## src/rtl/dm_store_buffer_pkg.sv

```systemverilog
// Shared types and constants for the data-memory posted-write store buffer.
package dm_store_buffer_pkg;

  localparam int SB_DEPTH = 4;

  typedef struct packed {
    logic [29:0] tag;
    logic [3:0]  mask;
    logic [31:0] data;
  } sb_entry_t;

  // SRAM port command for the current cycle; a read is signalled by an all-zero write mask
  typedef enum logic [1:0] {
    SB_CMD_IDLE,
    SB_CMD_READ,
    SB_CMD_DRAIN
  } sb_cmd_e;

  localparam logic [3:0] SB_WEN_READ = 4'b0000;

endpackage

```

## src/rtl/dm_store_buffer_fwd_merge.sv

```systemverilog
// Youngest-match byte select over the store-buffer entries for load forwarding.
module sb_fwd_merge
  import dm_store_buffer_pkg::*;
#(
  parameter int DEPTH = SB_DEPTH
) (
  input  sb_entry_t                   ents [DEPTH],
  input  logic [DEPTH-1:0]            vld,
  input  logic [$clog2(DEPTH)-1:0]    head,
  input  logic [29:0]                 tag,
  output logic [3:0]                  fwd_mask,
  output logic [31:0]                 fwd_data
);

  localparam int PTR_W = $clog2(DEPTH);

  logic [PTR_W-1:0] idx;

  // Walk oldest to youngest so later matches overwrite earlier ones per lane
  always_comb begin
    fwd_mask = '0;
    fwd_data = '0;
    idx      = '0;
    for (int k = 0; k < DEPTH; k++) begin
      idx = head + PTR_W'(k);
      if (vld[idx] && (ents[idx].tag == tag)) begin
        for (int b = 0; b < 4; b++) begin
          if (ents[idx].mask[b]) begin
            fwd_mask[b]         = 1'b1;
            fwd_data[8*b +: 8]  = ents[idx].data[8*b +: 8];
          end
        end
      end
    end
  end

endmodule

```

## src/rtl/dm_store_buffer.sv

```systemverilog
// Posted-write store buffer between the M stage and the single-port data SRAM,
// with in-order drain, load priority and byte-merged load forwarding.
module dm_store_buffer
  import dm_store_buffer_pkg::*;
#(
  parameter int DEPTH = SB_DEPTH
) (
  input  logic        clk,
  input  logic        rst,
  input  logic [3:0]  st_en,
  input  logic        ld_req,
  input  logic [31:0] addr,
  input  logic [31:0] wdata,
  output logic [31:0] ld_data,
  output logic        stall,
  output logic        empty,
  output logic [31:0] sram_addr,
  output logic [3:0]  sram_w_en,
  output logic [31:0] sram_wdata,
  input  logic [31:0] sram_rdata
);

  localparam int PTR_W = $clog2(DEPTH);
  localparam logic [PTR_W:0] FULL_CNT = (PTR_W+1)'(DEPTH);

  sb_entry_t        ent_q [DEPTH];
  logic [DEPTH-1:0] vld_q, vld_n;
  logic [PTR_W-1:0] head_q, tail_q;
  logic [PTR_W:0]   count_q, count_n;
  logic [31:0]      hold_addr_q, hold_wdata_q;
  logic [3:0]       ovr_mask_q, fwd_mask;
  logic [31:0]      ovr_data_q, fwd_data;
  logic             rd_live_q;
  logic             st_vld, full, enq, drain;
  sb_cmd_e          cmd;

  assign st_vld = |st_en;
  assign full   = (count_q == FULL_CNT);
  assign enq    = st_vld & ~full;
  assign stall  = st_vld & full;
  assign empty  = (count_q == '0);

  always_comb begin
    cmd = SB_CMD_IDLE;
    if (ld_req)
      cmd = SB_CMD_READ;
    else if (!empty)
      cmd = SB_CMD_DRAIN;
  end

  assign drain = (cmd == SB_CMD_DRAIN);

  // Idle cycles replay the last address/data so the SRAM pins stay quiet
  always_comb begin
    sram_addr  = hold_addr_q;
    sram_wdata = hold_wdata_q;
    sram_w_en  = SB_WEN_READ;
    case (cmd)
      SB_CMD_READ: sram_addr = addr & 32'hFFFF_FFFC;
      SB_CMD_DRAIN: begin
        sram_addr  = {ent_q[head_q].tag, 2'b00};
        sram_w_en  = ent_q[head_q].mask;
        sram_wdata = ent_q[head_q].data;
      end
      default: ;
    endcase
  end

  always_comb begin
    vld_n = vld_q;
    if (drain)
      vld_n[head_q] = 1'b0;
    if (enq)
      vld_n[tail_q] = 1'b1;
  end

  always_comb begin
    count_n = count_q;
    case ({enq, drain})
      2'b10:   count_n = count_q + (PTR_W+1)'(1);
      2'b01:   count_n = count_q - (PTR_W+1)'(1);
      default: count_n = count_q;
    endcase
  end

  sb_fwd_merge #(.DEPTH(DEPTH)) u_fwd (
    .ents     (ent_q),
    .vld      (vld_q),
    .head     (head_q),
    .tag      (addr[31:2]),
    .fwd_mask (fwd_mask),
    .fwd_data (fwd_data)
  );

  always_ff @(posedge clk) begin
    if (!rst) begin
      vld_q        <= '0;
      head_q       <= '0;
      tail_q       <= '0;
      count_q      <= '0;
      hold_addr_q  <= '0;
      hold_wdata_q <= '0;
      ovr_mask_q   <= '0;
      ovr_data_q   <= '0;
      rd_live_q    <= 1'b0;
    end else begin
      vld_q        <= vld_n;
      count_q      <= count_n;
      hold_addr_q  <= sram_addr;
      hold_wdata_q <= sram_wdata;
      if (enq)
        tail_q <= tail_q + PTR_W'(1);
      if (drain)
        head_q <= head_q + PTR_W'(1);
      if (ld_req) begin
        ovr_mask_q <= fwd_mask;
        ovr_data_q <= fwd_data;
        rd_live_q  <= 1'b1;
      end
    end
  end

  // Payload needs no reset: the valid bits gate every use of it
  always_ff @(posedge clk) begin
    if (enq)
      ent_q[tail_q] <= '{tag: addr[31:2], mask: st_en, data: wdata};
  end

  // ld_data is held at zero from reset until the first load has been issued
  always_comb begin
    ld_data = '0;
    if (rd_live_q) begin
      for (int b = 0; b < 4; b++)
        ld_data[8*b +: 8] = ovr_mask_q[b] ? ovr_data_q[8*b +: 8] : sram_rdata[8*b +: 8];
    end
  end

endmodule

```

## config.mk

```make
export PLATFORM = sky130hd
export DESIGN_NAME = dm_store_buffer
export DESIGN_NICKNAME = d
export VERILOG_FILES = /design/src/rtl/dm_store_buffer_pkg.sv /design/src/rtl/dm_store_buffer_fwd_merge.sv /design/src/rtl/dm_store_buffer.sv
export SDC_FILE = /design/constraint.sdc
export NUM_CORES = 1
export LEC_CHECK = 0
export BUFFER_PORTS_ARGS = -buffer_cell sky130_fd_sc_hd__buf_2
export CORE_ASPECT_RATIO = 2
export CORE_MARGIN = 8
export CORE_UTILIZATION = 55
export CTS_CLUSTER_SIZE = 8
export DETAILED_ROUTE_END_ITERATION = 10
export GPL_TIMING_DRIVEN = 0
export PLACE_DENSITY = 0.78
export SLEW_MARGIN = 20
export SYNTH_ARGS = -nofsm -noshare
export SYNTH_HDL_FRONTEND = slang
export SYNTH_SLANG_ARGS = --single-unit
```

## constraint.sdc

```tcl
create_clock -name clk -period 7.6 [get_ports clk]
set_input_delay 1.14 -clock clk [delete_from_list [all_inputs] [get_ports clk]]
set_output_delay 1.14 -clock clk [all_outputs]
set_load 0.03 [all_outputs]
```

# Word level (Yosys, flattened, before mapping)
# Cells that the tools add are included.
# Widths: inputs -> output; s select.
# word_totals
ff_bits	376
latchBits	0
mem_bits_rw	0
mem_bits_ro	0
inputBits	103
out_inout_bits	102
wordCells	150
mem_count	0
# classes
addsub	6
mul	0
div	0
order_cmp	13
eq_ne	9
n_shift	0
mux	80
n_bitwise	11
reduce_logical	10
# ops
op	count
$mux 66	9
$bmux 66 s2	4
$bwmux 264	1
$mux 32	6
$mux 8	20
$demux 66 s2	1
$eq 30x30->1	4
$pmux 32 s2	1
$mux 4	7
$mux 1	22
$ge 3x3->1 const B	5
$lt 2x3->1 const B	5
$not 2->3	5
$bmux 1 s2	4
$logic_and 1x1->1	7
$pmux 3 s2	1
$add 2x1->2 const B	2
$add 2x2->2 const B	2
$and 4x4->4	1
$demux 1 s2	2
$eq 2x1->1 const B	2
$eq 2x2->1 const B	2
$ge 2x1->1 const B	2
$mux 2	2
11 further kinds	12

# Longest topological paths before layout
# depth
word_depth	13
mapped_depth	23
mapped_depth_nobuf	11

# By module
# From an unflattened synthesis, not the netlist that was laid out.
# hier_totals
hier_cells	2288
hier_area_um2	24682.4
# modules_own_cells
mod	instances	cells_each	area_each_um2	seq_area_each_um2
dm_store_buffer	1	977	15332.2	10169.8
sb_fwd_merge	1	1311	9350.2	0.0

# Least setup slack after synthesis
# OpenSTA, ideal clock, no wires.
# synth_timing
kind	register -> register
from	register head_q[1]
to	register ovr_data_q[19]
setup_time_ps	103
arrival_ps	5209
t_required_ps	7497
slack_ps	2287
stages_incl_launch_ff	22
path_buffers	10
period_less_slack_ps	5313
cell_sequence	dfxtp_1 clkbuf_1 inv_1 clkbuf_1 clkbuf_1 clkbuf_1 clkbuf_1 clkbuf_1 ha_1 buf_4 buf_4 buf_2 mux4_2 xnor2_1 nand3_1 or4b_2 a2111oi_0 a32o_1 buf_2 and3_1 nor3_1 a2111oi_2
# synth_between
elab_chain_len	13
word_cells_on_any_way	43
classes_between	add/sub (3); eq/ne (4); mux (28); bitwise (4); reduce/logical (4)
# synth_lines
element	line_no	text
start: declaration	dm_store_buffer.sv:28	logic [PTR_W-1:0] head_q, tail_q;
start signal: assignment	dm_store_buffer.sv:114	head_q <= head_q + PTR_W'(1);
parallel branches: the longest is 12 deep, another holds $add 2x1->2	-	
$mux 32 *	dm_store_buffer_fwd_merge.sv:26	if (vld[idx] && (ents[idx].tag == tag)) begin
end signal: assignment	dm_store_buffer.sv:117	ovr_data_q <= fwd_data;
end: declaration	dm_store_buffer.sv:32	logic [31:0] ovr_data_q, fwd_data;
# Every way passes the cells marked *. The select of a mux whose other input is x is not followed.
# A chain may end at the register's enable or synchronous reset.

# Worst setup path after layout
# layout_timing
from	register head_q[1]
to	register ovr_data_q[8]
# layout_between
elab_chain_len	13
word_cells_on_any_way	43
classes_between	add/sub (3); eq/ne (4); mux (28); bitwise (4); reduce/logical (4)
# layout_lines
element	line_no
parallel branches: the longest is 12 deep, another holds $add 2x1->2	-
$mux 32 *	dm_store_buffer_fwd_merge.sv:26
# Marks and branches as above.

==> key figures <==
Outcome
  – Run status: finished, violations left
  – Failing checks: setup timing

Power and ir drop
  – Post-layout power: 10.28 mW
  – PwrDens: slightly below 400 nW/um^2
  – Leak: 9.236 nW
  – VDD IR max: roughly 0.00038 V

Layout
  – Layout cells sized above 1: 20.63%
  – Leading cell types in the layout, fill and taps excluded: 264 x edfxtp_1, 243 x mux2i_1, 224 x buf_2, 211 x nand2_1, 180 x o21ai_0
  – Post-Route Utilization: 63.90%
  – Total Nets Final: 2525
  – Synthesis-to-finish area growth: 15.56%
  – Commonest non-fill, non-tap cell in the layout: edfxtp_1
  – Design Area, Final: 26020 um^2

Global routing
  – Largest net degree at the start of global routing: 40
  – Vias in the first global route: 20420
  – Total grt overflow: 0
  – Initial antenna violation count: 6
  – GRT Overall Usage: approximately two fifths
  – First-pass GRT wire length: 136.7 mm

Drt
  – DRC errors left: 0
  – Final WL: 95.05 mm
  – ANT nets after route: 0
  – Vias post-DR: 20630
  – WL/cell: 31.73 um
  – First drt pass iteration count: 8
  – DR vias/cell: about 7
  – Drt first-iter violations: 2923

Timing
  – Fin worst setup slack: -111.1 ps
  – RSZ-0062 raised after global routing: false
  – Fin. max-slew vios: 0
  – Measured slew at the worst slew-check pin: 1077 ps
  – Final Hold Viols: 0
  – Tmin final: 7711 ps
  – Final setup viols: 10
  – Slew margin rel.: 26.15%
  – Worst clock skew: 33.19 ps
  – Hold WS: about 560 ps
  – Fmax: 129.7 MHz
  – Part of the cycle the worst path needs: 101.5%

Yosys
  – Avg Cell Area, Syn: approximately 10 um^2
  – Yosys Warn Count: 0
  – EDFF count, synth: 264
  – Register area share after synthesis: between 40% and 50%
  – Syn Nets: 2264
  – Post-synthesis cell type count: 80
  – Fraction of registers with async set/reset: 0%
  – Post-synth top area share: 35.20%
  – Dominant synthesized flop cell: edfxtp_1
  – Synth Instances: 2151
  – Top post-synthesis cells by area: edfxtp_1 35%, mux2i_1 11%, dfxtp_1 10%
  – Synthesized area: about 23000 um^2
  – #FFs+latches synth: 376
  – Dominant cell type by area after synthesis: edfxtp_1

Worst setup path
  – Worst Path Arrival: 8200 ps
  – Worst Setup End Kind: flop
  – Crit. Startpoint: head_q[1]
  – Required @ worst endpoint: 8090 ps
  – Critical Path End: ovr_data_q[8]
  – Critical path class: reg2reg
  – R2r setup slk: -110 ps
  – R2r startpoint: head_q[1]
  – Crit start category: flop
  – FF-to-FF path depth: 18
  – Crit-path max FO: 12
  – Reg2Reg Capture Point: ovr_data_q[8]

Clock tree
  – Reg clk slew, reported paths: 60 ps
  – Sink Count: about 380
  – Skew-Pair Late Insertion Delay: 600 ps
  – CTS tree: built
  – Clk buf depth: 3
  – Hold-fix buffers, CTS: 0
  – Root buf cell: clkbuf_16
  – CTS Buf Count: 53
  – H-tree levels: 2

Place
  – Port Buf Inserts: around 200
  – Placement Cell Area: 24350 um^2
  – DP Wirelength: 69.53 mm
  – Global placement routability congestion: 1.066

Floorplanning
  – Initial Util: 55.29%
  – Die area: just under 50000 um^2
  – Die Ht: between 300 and 400 um
  – Total core area: 40730 um^2
  – Site Rows: about 110
  – Chip Width: between 150 and 200 um
  – Top Ports: 205

Run
  – Max_cap viols: 0

Worst hold path
  – Min-Delay Path Class: reg2reg
  – Hold path depth: 2
==> stage by stage <==
step	cells	setup WS, ps	setup TNS (ps)
floorplan	2151	2287	0
global placement	2887	-3297	-79130
detailed placement	2892	-1725	-53120
CTS	2991	43.09	0
global route	2995	18.97	0
finish	2995	-111.1	-400.0
==> power breakdown <==
part,total (mW),switching [mW],internal [mW]
Clock,2.24,0.926,1.31
Combinational,5.17,3.48,1.68
Sequential,2.87,0.211,2.66
==> cells by family (layout without fill, tap and decap cells) <==
kind of cell	Yosys count	in the layout	synth area share, %
simple gates	596	596	13.33
compound gates	500	500	14.36
other cells	0	3	0
xor+xnor	97	97	3.773
mux	382	382	19.20
fa+ha+maj	10	10	0.5890
buf+inv	190	496	3.589
flops	376	376	45.16
==> flip-flops by register name, summed over array words and instances, names as in the netlist <==
| name | flops |
|---|---|
| count_q | 3 |
| ent_q | 264 |
| head_q | 2 |
| hold_addr_q | 32 |
| hold_wdata_q | 32 |
| ovr_data_q | 32 |
| ovr_mask_q | 4 |
| rd_live_q | 1 |
| tail_q | 2 |
| vld_q | 4 |
==> Yosys cell counts, drive strengths merged (6+ instances only) <==
cell type and n:
and2 79, a22oi 11, o21ai 184, nand3 18, a221oi 15, dfxtp 112, ha 9, nand2b 15
o211ai 8, a21oi 77, buf 58, or3 7, or2 21, a221o 7, o21a 6, a21o 19
and3 14, mux2 109, clkbuf 95, o221ai 11, edfxtp 264, o2bb2ai 9, mux2i 244, nor2 82
nor4 18, nor3 40, a2111oi 11, mux4 29, o32ai 8, xnor2 90, or4 6, a211oi 46
o22ai 17, nand4 21, nand2 211, nor2b 47, a31oi 19, xor2 7, inv 33
==> critical path: stages, from the launching register on <==
cell	delay, ps
dfxtp_1	590
clkbuf_2	430
clkinvlp_4	430
clkbuf_2	390
clkbuf_1	380
clkbuf_2	340
clkbuf_2	360
ha_1	360
buf_4	210
buf_4	220
inv_2	260
buf_2	430
clkbuf_2	430
clkbuf_1	610
clkbuf_1	670
nand4_1	370
a21boi_2	590
a21oi_1	190
a211oi_1	270
==> what timing repair did <==
action	in CTS	in global routing
resized for setup	17	10
setup buffers	0	1
endpoints found under the setup margin	36	31
pin swaps	0	1
hold endpoints to repair	0	0
==> layout make-up <==
type	count	area, um^2
Clock buffer	96	1488
Multi-Input combinational cell	1585	11690
Fill cell	3273	14700
Timing Repair Buffer	207	1114
Tap cell	535	669.4
Clock inverter	4	63.81
Sequential cell	376	10170
Antenna cell	3	7.507
Buffer	152	676.9
Inverter	37	142.6
==> metal layers <==
metal,track usage [%],routed length [um],part of all wire [%]
met1,46.35,33770,36
met2,60.55,42780,45
met3,8.569,11010,12
met4,26.31,7467,7.9
met5,0,13,0.014
==> worst min-delay path by stage <==
stage | slack [ps] | end | startpoint
global placement | 530 | count_q[2] | count_q[2]
global route | 590 | count_q[2] | count_q[2]
finish | 560 | tail_q[1] | tail_q[1]
detailed placement | 550 | count_q[2] | count_q[2]
CTS | 560 | count_q[2] | count_q[2]
floorplan | 490 | count_q[2] | count_q[2]
(Power assumes the default switching activity.)
